`config.mk`:
```
export PLATFORM = sky130hd
export DESIGN_NAME = usart_rx_fifo
export DESIGN_NICKNAME = d
export VERILOG_FILES = /design/src/rtl/usart_rx_fifo.sv
export SDC_FILE = /design/constraint.sdc
export NUM_CORES = 1
export LEC_CHECK = 0
export ABC_CLOCK_PERIOD_IN_PS = 6000
export BUFFER_PORTS_ARGS = -buffer_cell sky130_fd_sc_hd__buf_2
export CAP_MARGIN = 0
export CORE_ASPECT_RATIO = 0.6
export CORE_UTILIZATION = 40
export DETAILED_ROUTE_END_ITERATION = 10
export PLACE_DENSITY = 0.56
export SYNTH_ARGS = -nofsm -noshare
export SYNTH_HDL_FRONTEND = slang
export SYNTH_SLANG_ARGS = --single-unit
```
`constraint.sdc`:
```
create_clock -name comm_clock -period 6 [get_ports comm_clock]
set_input_delay 0.6 -clock comm_clock [delete_from_list [all_inputs] [get_ports comm_clock]]
set_output_delay 0.6 -clock comm_clock [all_outputs]
set_load 0.05 [all_outputs]
```
`src/rtl/usart_rx_fifo.sv`:
```
// usart_rx_fifo: oversampling 8N1 receiver feeding a 16-entry show-ahead FIFO.
// The line is oversampled at x16 (tick rate set by clock_divider); each bit is
// decided by a 2-of-3 vote over ticks 7, 8 and 9 of its window.
module usart_rx_fifo #(
    parameter int FIFO_ADDR_WIDTH = 4,
    parameter int DIVIDER_WIDTH   = 12
) (
    input  logic                       comm_clock,
    input  logic                       comm_reset,
    input  logic [DIVIDER_WIDTH-1:0]   clock_divider,
    input  logic                       rx_pin,
    output logic [7:0]                 rx_data,
    output logic                       rx_valid,
    input  logic                       rx_ready,
    output logic [FIFO_ADDR_WIDTH:0]   fifo_count,
    output logic                       rx_busy,
    output logic                       framing_error,
    output logic                       overrun_error
);

    localparam int DEPTH = 2 ** FIFO_ADDR_WIDTH;
    localparam logic [FIFO_ADDR_WIDTH:0]   FULL_COUNT = DEPTH[FIFO_ADDR_WIDTH:0];
    localparam logic [FIFO_ADDR_WIDTH:0]   CNT_ZERO   = {(FIFO_ADDR_WIDTH+1){1'b0}};
    localparam logic [FIFO_ADDR_WIDTH:0]   CNT_ONE    = {{FIFO_ADDR_WIDTH{1'b0}}, 1'b1};
    localparam logic [FIFO_ADDR_WIDTH-1:0] PTR_ZERO   = {FIFO_ADDR_WIDTH{1'b0}};
    localparam logic [FIFO_ADDR_WIDTH-1:0] PTR_ONE    = {{(FIFO_ADDR_WIDTH-1){1'b0}}, 1'b1};
    localparam logic [DIVIDER_WIDTH-1:0]   DIV_ZERO   = {DIVIDER_WIDTH{1'b0}};
    localparam logic [DIVIDER_WIDTH-1:0]   DIV_ONE    = {{(DIVIDER_WIDTH-1){1'b0}}, 1'b1};

    typedef enum logic [2:0] {
        ST_IDLE    = 3'd0,
        ST_START   = 3'd1,
        ST_DATA    = 3'd2,
        ST_STOP    = 3'd3,
        ST_RECOVER = 3'd4
    } rx_state_t;

    // 2-of-3 vote used to decide each bit value
    function automatic logic majority3(input logic a, input logic b, input logic c);
        majority3 = (a & b) | (a & c) | (b & c);
    endfunction

    // synchroniser
    logic                       rx_meta_r;
    logic                       rx_sync_r;

    // tick generator
    logic [DIVIDER_WIDTH-1:0]   div_cnt_r;
    logic [DIVIDER_WIDTH-1:0]   div_term_s;
    logic [3:0]                 samp_idx_r;
    logic                       tick_s;

    // receive datapath
    logic                       samp7_r;
    logic                       samp8_r;
    logic                       maj_s;
    logic [2:0]                 bit_cnt_r;
    logic [2:0]                 bit_cnt_next_s;
    logic [7:0]                 shift_r;
    logic [7:0]                 shift_next_s;

    // FSM
    rx_state_t                  state_r;
    rx_state_t                  state_next_s;
    logic                       start_s;
    logic                       push_s;
    logic                       ferr_s;

    // FIFO
    logic [7:0]                 mem_r [DEPTH];
    logic [FIFO_ADDR_WIDTH-1:0] wr_ptr_r;
    logic [FIFO_ADDR_WIDTH-1:0] rd_ptr_r;
    logic [FIFO_ADDR_WIDTH:0]   count_r;
    logic [FIFO_ADDR_WIDTH:0]   count_next_s;
    logic                       pop_s;
    logic                       full_s;
    logic                       wr_en_s;
    logic                       overrun_s;

    // registered status outputs
    logic                       rx_valid_r;
    logic                       rx_busy_r;
    logic                       framing_error_r;
    logic                       overrun_error_r;

    // Two-flop synchroniser; preset high so reset looks like an idle line
    always_ff @(posedge comm_clock) begin
        if (comm_reset) begin
            rx_meta_r <= 1'b1;
            rx_sync_r <= 1'b1;
        end else begin
            rx_meta_r <= rx_pin;
            rx_sync_r <= rx_meta_r;
        end
    end

    // Terminal count of the tick divider; a divider of 0 behaves like 1
    always_comb begin
        div_term_s = DIV_ZERO;
        if (clock_divider == DIV_ZERO) begin
            div_term_s = DIV_ZERO;
        end else begin
            div_term_s = clock_divider - DIV_ONE;
        end
        // >= keeps the counter from running away if the divider shrinks
        tick_s = (div_cnt_r >= div_term_s);
        maj_s  = majority3(samp7_r, samp8_r, rx_sync_r);
    end

    // x16 tick counter and sample index, phase-aligned to the start edge
    always_ff @(posedge comm_clock) begin
        if (comm_reset || start_s) begin
            div_cnt_r  <= DIV_ZERO;
            samp_idx_r <= 4'd0;
        end else if (tick_s) begin
            div_cnt_r  <= DIV_ZERO;
            samp_idx_r <= samp_idx_r + 4'd1;
        end else begin
            div_cnt_r  <= div_cnt_r + DIV_ONE;
            samp_idx_r <= samp_idx_r;
        end
    end

    // Capture the first two votes of each bit window; the third is live
    always_ff @(posedge comm_clock) begin
        if (comm_reset) begin
            samp7_r <= 1'b1;
            samp8_r <= 1'b1;
        end else if (tick_s && (samp_idx_r == 4'd7)) begin
            samp7_r <= rx_sync_r;
        end else if (tick_s && (samp_idx_r == 4'd8)) begin
            samp8_r <= rx_sync_r;
        end else begin
            samp7_r <= samp7_r;
            samp8_r <= samp8_r;
        end
    end

    // FSM state register and frame datapath registers
    always_ff @(posedge comm_clock) begin
        if (comm_reset) begin
            state_r   <= ST_IDLE;
            bit_cnt_r <= 3'd0;
            shift_r   <= 8'h00;
        end else begin
            state_r   <= state_next_s;
            bit_cnt_r <= bit_cnt_next_s;
            shift_r   <= shift_next_s;
        end
    end

    // FSM next-state, bit shifting and push/error strobes
    always_comb begin
        state_next_s   = state_r;
        start_s        = 1'b0;
        push_s         = 1'b0;
        ferr_s         = 1'b0;
        bit_cnt_next_s = bit_cnt_r;
        shift_next_s   = shift_r;
        case (state_r)
            ST_IDLE: begin
                if (!rx_sync_r) begin
                    state_next_s = ST_START;
                    start_s      = 1'b1;
                end else begin
                    state_next_s = ST_IDLE;
                end
            end
            ST_START: begin
                if (tick_s && (samp_idx_r == 4'd9) && maj_s) begin
                    // start bit did not hold low: treat as a glitch
                    state_next_s = ST_IDLE;
                end else if (tick_s && (samp_idx_r == 4'd15)) begin
                    state_next_s   = ST_DATA;
                    bit_cnt_next_s = 3'd0;
                end else begin
                    state_next_s = ST_START;
                end
            end
            ST_DATA: begin
                if (tick_s && (samp_idx_r == 4'd9)) begin
                    shift_next_s = {maj_s, shift_r[7:1]};
                end else if (tick_s && (samp_idx_r == 4'd15)) begin
                    if (bit_cnt_r == 3'd7) begin
                        state_next_s = ST_STOP;
                    end else begin
                        bit_cnt_next_s = bit_cnt_r + 3'd1;
                    end
                end else begin
                    state_next_s = ST_DATA;
                end
            end
            ST_STOP: begin
                // leave at tick 9 so a back-to-back start edge is not missed
                if (tick_s && (samp_idx_r == 4'd9)) begin
                    if (maj_s) begin
                        push_s       = 1'b1;
                        state_next_s = ST_IDLE;
                    end else begin
                        ferr_s       = 1'b1;
                        state_next_s = ST_RECOVER;
                    end
                end else begin
                    state_next_s = ST_STOP;
                end
            end
            ST_RECOVER: begin
                // a held-low line (break) yields a single framing error
                if (rx_sync_r) begin
                    state_next_s = ST_IDLE;
                end else begin
                    state_next_s = ST_RECOVER;
                end
            end
            default: begin
                state_next_s = ST_IDLE;
            end
        endcase
    end

    // FIFO control: push/pop arbitration, overrun detection, next count
    always_comb begin
        pop_s        = rx_valid_r & rx_ready;
        full_s       = (count_r == FULL_COUNT);
        wr_en_s      = push_s & (~full_s | pop_s);
        overrun_s    = push_s & full_s & ~pop_s;
        count_next_s = count_r;
        if (wr_en_s && !pop_s) begin
            count_next_s = count_r + CNT_ONE;
        end else if (pop_s && !wr_en_s) begin
            count_next_s = count_r - CNT_ONE;
        end else begin
            count_next_s = count_r;
        end
    end

    // FIFO storage, pointers and count
    always_ff @(posedge comm_clock) begin
        if (comm_reset) begin
            for (int i = 0; i < DEPTH; i++) begin
                mem_r[i] <= 8'h00;
            end
            wr_ptr_r   <= PTR_ZERO;
            rd_ptr_r   <= PTR_ZERO;
            count_r    <= CNT_ZERO;
            rx_valid_r <= 1'b0;
        end else begin
            if (wr_en_s) begin
                mem_r[wr_ptr_r] <= shift_r;
                wr_ptr_r        <= wr_ptr_r + PTR_ONE;
            end else begin
                wr_ptr_r <= wr_ptr_r;
            end
            if (pop_s) begin
                rd_ptr_r <= rd_ptr_r + PTR_ONE;
            end else begin
                rd_ptr_r <= rd_ptr_r;
            end
            count_r    <= count_next_s;
            rx_valid_r <= (count_next_s != CNT_ZERO);
        end
    end

    // Registered status and single-cycle error pulses
    always_ff @(posedge comm_clock) begin
        if (comm_reset) begin
            rx_busy_r       <= 1'b0;
            framing_error_r <= 1'b0;
            overrun_error_r <= 1'b0;
        end else begin
            rx_busy_r       <= (state_next_s != ST_IDLE);
            framing_error_r <= ferr_s;
            overrun_error_r <= overrun_s;
        end
    end

    assign rx_data       = mem_r[rd_ptr_r];
    assign rx_valid      = rx_valid_r;
    assign fifo_count    = count_r;
    assign rx_busy       = rx_busy_r;
    assign framing_error = framing_error_r;
    assign overrun_error = overrun_error_r;

endmodule

```
### After elaboration in Yosys (flattened, before gate mapping)

Memory sizes are Yosys's and may differ from the RTL's. A register that Yosys moved wholly into a read port is not among the register bits.
Cells that the tools add are included.

| word-level totals | value |
|---|---|
| flip-flop bits (word level) | 51 |
| latch bits | 0 |
| RAM bits | 128 |
| ROM bits | 0 |
| output and inout port bits | 17 |
| logic and storage cells | 112 |
| memories | 1 |

Memory list:

| name | depth | bits a word | rd ports | clocked after Yosys merged registers in | write ports | line | RTL |
|---|---|---|---|---|---|---|---|
| mem_r | 16 | 8 | 1 | 1 | 16 | 70 | `logic [7:0] mem_r [DEPTH];` |

| operators by class | value |
|---|---|
| add/subtract/negate cells | 8 |
| multipliers | 0 |
| divide/modulo/power cells | 0 |
| magnitude comparators | 1 |
| equal/unequal tests | 15 |
| shifts and indexed selects | 0 |
| mux-type cells | 35 |
| bitwise gates (word level) | 15 |
| reduce and logical (&&, ||, !) cells | 21 |

Operators with widths:

| operator | count |
|---|---|
| 3-bit two-way mux | 11 |
| 3-bit one-hot mux with 5 select lines | 1 |
| 1-bit two-way mux | 13 |
| 12-bit by 1-bit adder with 12-bit output, second input constant | 1 |
| 4-bit by 1-bit adder with 4-bit output, second input constant | 3 |
| 4-bit == test, second input constant | 3 |
| 12-bit greater-or-equal comparator | 1 |
| 12-bit logical NOT | 1 |
| 12-bit two-way mux | 1 |
| 4-bit two-way mux | 3 |
| 12-bit by 1-bit subtractor with 12-bit output, second input constant | 1 |
| 5-bit two-way mux | 2 |
| 2-bit != test, second input constant | 5 |
| 8-bit two-way mux | 1 |
| 8-bit OR reduction | 1 |
| 1-bit AND | 7 |
| 1-bit logical AND | 7 |
| 3-bit by 2-bit == test with 1-bit output, second input constant | 2 |
| 3-bit == test, second input constant | 2 |
| 3-bit one-hot mux with 2 select lines | 1 |
| 6-bit AND reduction | 1 |
| 5-bit by 1-bit adder with 5-bit output, second input constant | 1 |
| 5-bit == test, second input constant | 1 |
| 1-bit inverter | 5 |
| 15 further kinds | 20 |

### Longest topological paths before layout

Gate-level depths: netlist of run 1.

| depth | value |
|---|---|
| depth after elaboration | 12 |
| mapped depth | 15 |

### Least setup slack after synthesis of run 1

OpenSTA, ideal clock, no wires.

| path | value |
|---|---|
| path type | input -> register |
| start point | in clock_divider[8] |
| end point | mem mem_r[12][0], enable pin |
| data arrival time | 3.786 ns |
| path slack | 1.884 ns |
| stages | 13 |
| cells stage by stage | or4_1 > nor3_1 > nand4b_1 > clkbuf_1 > nand2_1 > ha_1 > nor2_1 > or3_1 > o221a_2 > o21ai_4 > nand3_4 > nor3_4 > or2_1 |

RTL lines:

| element | line | RTL |
|---|---|---|
| from (decl) | 10 | `input logic [DIVIDER_WIDTH-1:0] clock_divider,` |
| to (decl) | 70 |  |

==> results.yml, run 1 <==
status:
  status: "finished, final reports clean"
sta:
  worst_slack_ns: 1.60
  layout_min_cycle_time_ns: 4.40
  drv_slew: 0
  rsz0062_at_grt: "false"
  clock_skew_ns: 0.00689
  hold_violations: 0
  fmax_mhz: 227
  finalSetupViolCount: 0
  worstMarginPinSlew_ns: 1.16
  fin_tns_setup_ns: 0
  slew_headroom_pct: 22.6
  period_share_pct: 73.4
floorplan:
  die_h_um: 119
  row_count: 42
  start_util_pct: 41.0
  dieArea_um2: 23300
  pin_count: 33
  die_x_um: 196
  coreArea_um2: 22100
detailed_routing:
  vias_per_cell: 5.32
  drcViolationCount: 0
  num_vias: 5556
  drtIter0Drc: 496
  ant_nets: 0
  dr.pass1.iters: 5
  avgRoutedWirePerCell_um: 21.0
  wl_um: 22000
yosys:
  synth_edf_count: 128
  ys.flop_type: "edfxtp_1"
  async_reset_ff_share_pct: 0
  syn-num-nets: 743
  ys_types: 57
  yosysTopAreaCell: "edfxtp_1"
  syn_area_per_cell_um2: 13.0
  yosysWarningCount: 0
  synth.cell_area_um2: 9070
  yosys-top-cells-count: "136 x and2_1, 128 x edfxtp_1, 55 x dfxtp_1"
  yosysSeqAreaShare_pct: 54.5
  synthTopCellsByArea: "edfxtp_1 42%, dfxtp_1 12%, mux4_2 9.9%"
  synth_seq_cells: 183
  yosysTopAreaCellShare_pct: 42.4
  synthCells: 700
  synth.most_common_cell: "and2_1"
worst_setup_path:
  start_kind: "input port"
  critical_path_arrival_ns: 4.50
  crit_fanout: 12
  setup.worst_path.class: "in2reg"
  critPathMaxStageDelay_ns: 0.57
  path_delay_family: "simple AND/OR/NAND/NOR gates"
  end_kind: "flip-flop"
  crit_required_ns: 6.09
  path_buf_inv: 1
  worstPathCellList: "buf_2 > or4_1 > nor3_1 > nand4b_1 > nand2_1 > ha_1 > nor2_1 > or3_1 > o221a_2 > o21ai_4 > nand3_4 > nor3_4 > or2_1"
  crit_path_top_delay_cell: "or4_1"
finish:
  nets: 767
  syn2layout_area_growth_pct: 11.1
  diodes: 0
  drive_gt1_share_pct: 18.7
global_routing:
  antenna_found_initial: 0
  grt_max_degree: 47
  overflow: 0
  first_global_vias: 5309
  grt_pass1_wl_um: 33400
  grt_use_total_pct: 20.0
cts:
  path_clk_slew_ns: 0.07
  cts_tree: "done"
  cts-root-buf: "clkbuf_16"
  cts_setup_buffers: 0
  clock_latency_ns: 0.43
  cts.htree.levels: 4
  ctsHoldBuffers: 0
  cts_buffers: 17
  cts_buffer_depth: 2
  clock_sinks: 183
  cts_resized: 0
placement:
  gp_congestion: 0.841
  dpl.hpwl_um: 15500
  port_buffers: 32
  pre_cts_slack_ns: 1.20
power:
  ir_drop_uv: 200
  p_leak_uw: 0.00369
  p_per_area_nw_per_um2: 296
hold_path:
  min_path_type: "in2reg"
run:
  max_cap_violations: 0
## stage by stage
stage / area, um2 / hold slack, ns / instances / power, uW / utilization, %
CTS: 10100 / 0.338 / 1045 / 3000 / 45.5
global placement: 9520 / 0.401 / 1013 / 1940 / 43.0
detailed placement: 9520 / 0.400 / 1013 / 1940 / 43.0
floorplan: 9070 / 0.389 / 700 / 1810 / -
finish: 10100 / 0.355 / 1045 / 2980 / 45.5
global route: 10100 / 0.339 / 1045 / 3090 / 45.5
## per-layer routing
layer	global-route usage [%]	wire length [um]
met1	32.1	11200
met2	26.6	9000
met3	4.17	1500
met4	5.52	245
met5	0	0
## worst paths after layout
kind,startpoint,to,slack [ns],cells past startpoint
worst min-delay path,rx_pin,rx_meta_r,0.36,2
worst min register to register,rx_meta_r,rx_sync_r,0.41,1
worst max-delay path,clock_divider[8],mem_r[12][2],1.60,13
worst max register to register,fifo_count[0],mem_r[12][2],2.63,8
## area by class of cell
| class | count | area [um2] |
|---|---|---|
| inverter | 14 | 52.6 |
| sequential | 183 | 4950 |
| fill | 1950 | 12100 |
| multi-input combinational | 473 | 3950 |
| clock inverter | 11 | 100 |
| clock buffer | 21 | 450 |
| tap | 308 | 385 |
| timing repair buffer | 35 | 183 |
## logic make-up after synthesis
| family | Yosys count | share of synthesized area [%] |
|---|---|---|
| XOR/XNOR | 32 | 3.09 |
| flip-flops | 183 | 54.5 |
| buffers and inverters | 44 | 1.85 |
| multiplexers | 56 | 11.7 |
| adder cells (fa/ha/maj) | 28 | 3.84 |
| AO/OA/AOI/OAI | 39 | 3.08 |
| AND/OR/NAND/NOR | 318 | 21.9 |
## power breakdown
group	switching [uW]	total [uW]	internal [uW]	leakage, uW
clock network	481	1060	583	0.000258
registers	76.0	1490	1410	0.00166
logic	244	425	180	0.00177
total	801	2980	2180	0.00369
## placed cells by master, fill, tap and decap left out, types with 4 or more instances in the layout
cell type and count:
inv_1 13, clkbuf_16 17, or2_1 6, dfxtp_1 54, ha_1 27, buf_2 32
nor3_4 8, and3_1 12, or2_2 13, nor3_1 6, xnor2_1 13, nand4_1 5
nor2_1 54, edfxtp_1 128, clkinvlp_4 4, a21oi_1 13, mux2i_1 16, and2_1 136
nand3_1 8, xor2_1 19, nor4_4 8, mux4_2 40, nand2_1 38
## sequential cells by signal, summed over array words and instances, names as in the netlist, named ones only
register / cells
bit_cnt_r: 3
div_cnt_r: 12
fifo_count: 5
framing_error: 1
mem_r: 128
overrun_error: 1
rd_ptr_r: 4
rx_busy: 1
rx_meta_r: 1
rx_sync_r: 1
rx_valid: 1
samp7_r: 1
samp8_r: 1
samp_idx_r: 4
shift_r: 8
state_r: 3
wr_ptr_r: 4
(Power assumes the default switching activity.)
==> run 2: changes to the inputs <==
--- a/config.mk
+++ b/config.mk
@@ -5,13 +5,13 @@
 export SDC_FILE = /design/constraint.sdc
 export NUM_CORES = 1
 export LEC_CHECK = 0
-export ABC_CLOCK_PERIOD_IN_PS = 6000
+export ABC_CLOCK_PERIOD_IN_PS = 3800
 export BUFFER_PORTS_ARGS = -buffer_cell sky130_fd_sc_hd__buf_2
 export CAP_MARGIN = 0
 export CORE_ASPECT_RATIO = 0.6
 export CORE_UTILIZATION = 40
 export DETAILED_ROUTE_END_ITERATION = 10
-export PLACE_DENSITY = 0.56
+export PLACE_DENSITY = 0.58
 export SYNTH_ARGS = -nofsm -noshare
 export SYNTH_HDL_FRONTEND = slang
 export SYNTH_SLANG_ARGS = --single-unit
==> constraint.sdc (replaced) <==
create_clock -name comm_clock -period 3.8 [get_ports comm_clock]
set_input_delay 0.38 -clock comm_clock [delete_from_list [all_inputs] [get_ports comm_clock]]
set_output_delay 0.38 -clock comm_clock [all_outputs]
set_load 0.05 [all_outputs]
==> run 2 against run 1 <==
Utilization increased by 1.5 points; first-iteration DRC count decreased by 3.2%; register-to-register slack got worse by 1.8 ns; non-clock buffer count increased by 32; die area unchanged; critical path depth increased by 1; worst hold slack got worse by 0.23 ns; clock-buffer cell count decreased by 4; final area increased by 3.3%; sequential share of layout area decreased by 1.5 points.
==> results.yml, run 2 (synthesized netlist as in run 1, its figures left out) <==
finish:
  regMostFlops: "mem_r"
  final_common_cell: "and2_1"
  nets: 799
  final_area_um2: 10400
  diodes: 0
  post-route-util_pct: 47.0
  instances_no_fill: 1077
  syn2layout_area_growth_pct: 14.7
  top_regs: "mem_r x128, div_cnt_r x12, shift_r x8"
  largest_register_ffs: 128
  drive_gt1_share_pct: 23.3
  layout_common_cells: "136 x and2_1, 128 x edfxtp_1, 54 x nor2_1, 54 x dfxtp_1, 40 x mux4_2"
worst_setup_path:
  end_kind: "flip-flop"
  crit_path_top_delay_cell: "or4_1"
  start_kind: "input port"
  crit_start: "clock_divider[8]"
  crit_fanout: 9
  critical_path_arrival_ns: 3.70
  worstPathCellList: "buf_2 > or4_1 > nor3_1 > nand4b_1 > buf_4 > nand2_1 > ha_1 > nor2_1 > or3_1 > o221a_2 > o21ai_4 > nand2_4 > nor4_4 > or2_4"
  setup.worst_path.class: "in2reg"
  reg2reg_from: "fifo_count[0]"
  crit_required_ns: 3.95
  critPathMaxStageDelay_ns: 0.56
detailed_routing:
  drcViolationCount: 0
  wl_um: 21000
  ant_nets: 0
  num_vias: 5588
  dr.pass1.iters: 5
  avgRoutedWirePerCell_um: 19.5
  vias_per_cell: 5.19
  drtIter0Drc: 480
sta:
  holdWs_ns: 0.121
  clock_skew_ns: 0.00925
  finalSetupViolCount: 0
  drv_slew: 0
  fmax_mhz: 282
  worst_slack_ns: 0.252
  period_share_pct: 93.4
  slew_headroom_pct: 30.7
  rsz0062_at_grt: "false"
  hold_violations: 0
  worstMarginPinSlew_ns: 1.04
  layout_min_cycle_time_ns: 3.55
cts:
  cts-root-buf: "clkbuf_16"
  cts_resized: 0
  cts.htree.levels: 4
  ctsHoldBuffers: 0
  cts_tree: "done"
  path_clk_slew_ns: 0.07
  cts_buffers: 17
  cts_setup_buffers: 0
  cts_buffer_depth: 2
  clock_sinks: 183
  clock_latency_ns: 0.44
hold_path:
  min_path_type: "in2reg"
  min-delay-start: "rx_pin"
placement:
  pre_cts_slack_ns: -0.190
  placedCellCount: 1045
  dpl_cell_area_um2: 9810
  gp_congestion: 0.820
  port_buffers: 32
  dpl.hpwl_um: 15000
global_routing:
  antenna_found_initial: 1
  grt_use_total_pct: 19.1
  overflow: 0
  first_global_vias: 5373
  grt_max_degree: 46
  grt_pass1_wl_um: 32200
power:
  ir_drop_uv: 324
  p_per_area_nw_per_um2: 463
  p_leak_uw: 0.00389
floorplan:
  dieArea_um2: 23300
  coreArea_um2: 22100
  die_h_um: 119
  start_util_pct: 41.0
  pin_count: 33
  die_x_um: 196
  row_count: 42
status:
  status: "finished, final reports clean"
run:
  max_cap_violations: 0
==> run 2: stage by stage <==
step	total power (uW)	TNS, ns
2_1_floorplan	2870	0
3_3_place_gp	3070	-3.50
3_5_place_dp	3070	-14.46
4_1_cts	4840	0
5_1_grt	4970	0
6_report	4810	0
==> run 2: where the power goes <==
group | internal (uW) | total (uW) | switching (uW)
registers | 2230 | 2320 | 93.0
clock network | 983 | 1780 | 795
logic | 299 | 709 | 409
total | 3510 | 4810 | 1300
==> run 2: path summary, 6_finish.rpt <==
kind	end	slack, ns	cells past startpoint
max	mem_r[1][2]	0.25	14
min	rx_meta_r	0.12	2
max reg2reg	mem_r[1][2]	0.79	8
min reg2reg	rx_sync_r	0.41	1
==> run 2: cell type report <==
class	instances	area, um2
sequential	183	4950
clock buffer	17	425
inverter	14	52.6
fill	1907	11700
timing repair buffer	67	435
tap	308	385
multi-input combinational	473	3990
clock inverter	15	165
==> run 2: worst max-delay path: cells and delay by family <==
family / cells / cell delay [ns]
adders and majority gates: 1 / 0.16
buffers and inverters: 2 / 0.28
and+or+nand+nor: 9 / 2.27
AOI/OAI and AO/OA: 2 / 0.59
==> run 2: metal layers <==
| metal | global-route usage, % | share of wire, % | vias to the layer above |
|---|---|---|---|
| met5 | 0 | 0 | - |
| met4 | 4.54 | 0.87 | 0 |
| met3 | 6.65 | 9.1 | 13 |
| met2 | 25.0 | 41 | 166 |
| met1 | 29.5 | 50 | 2766 |
| li1 | - | - | 2643 |
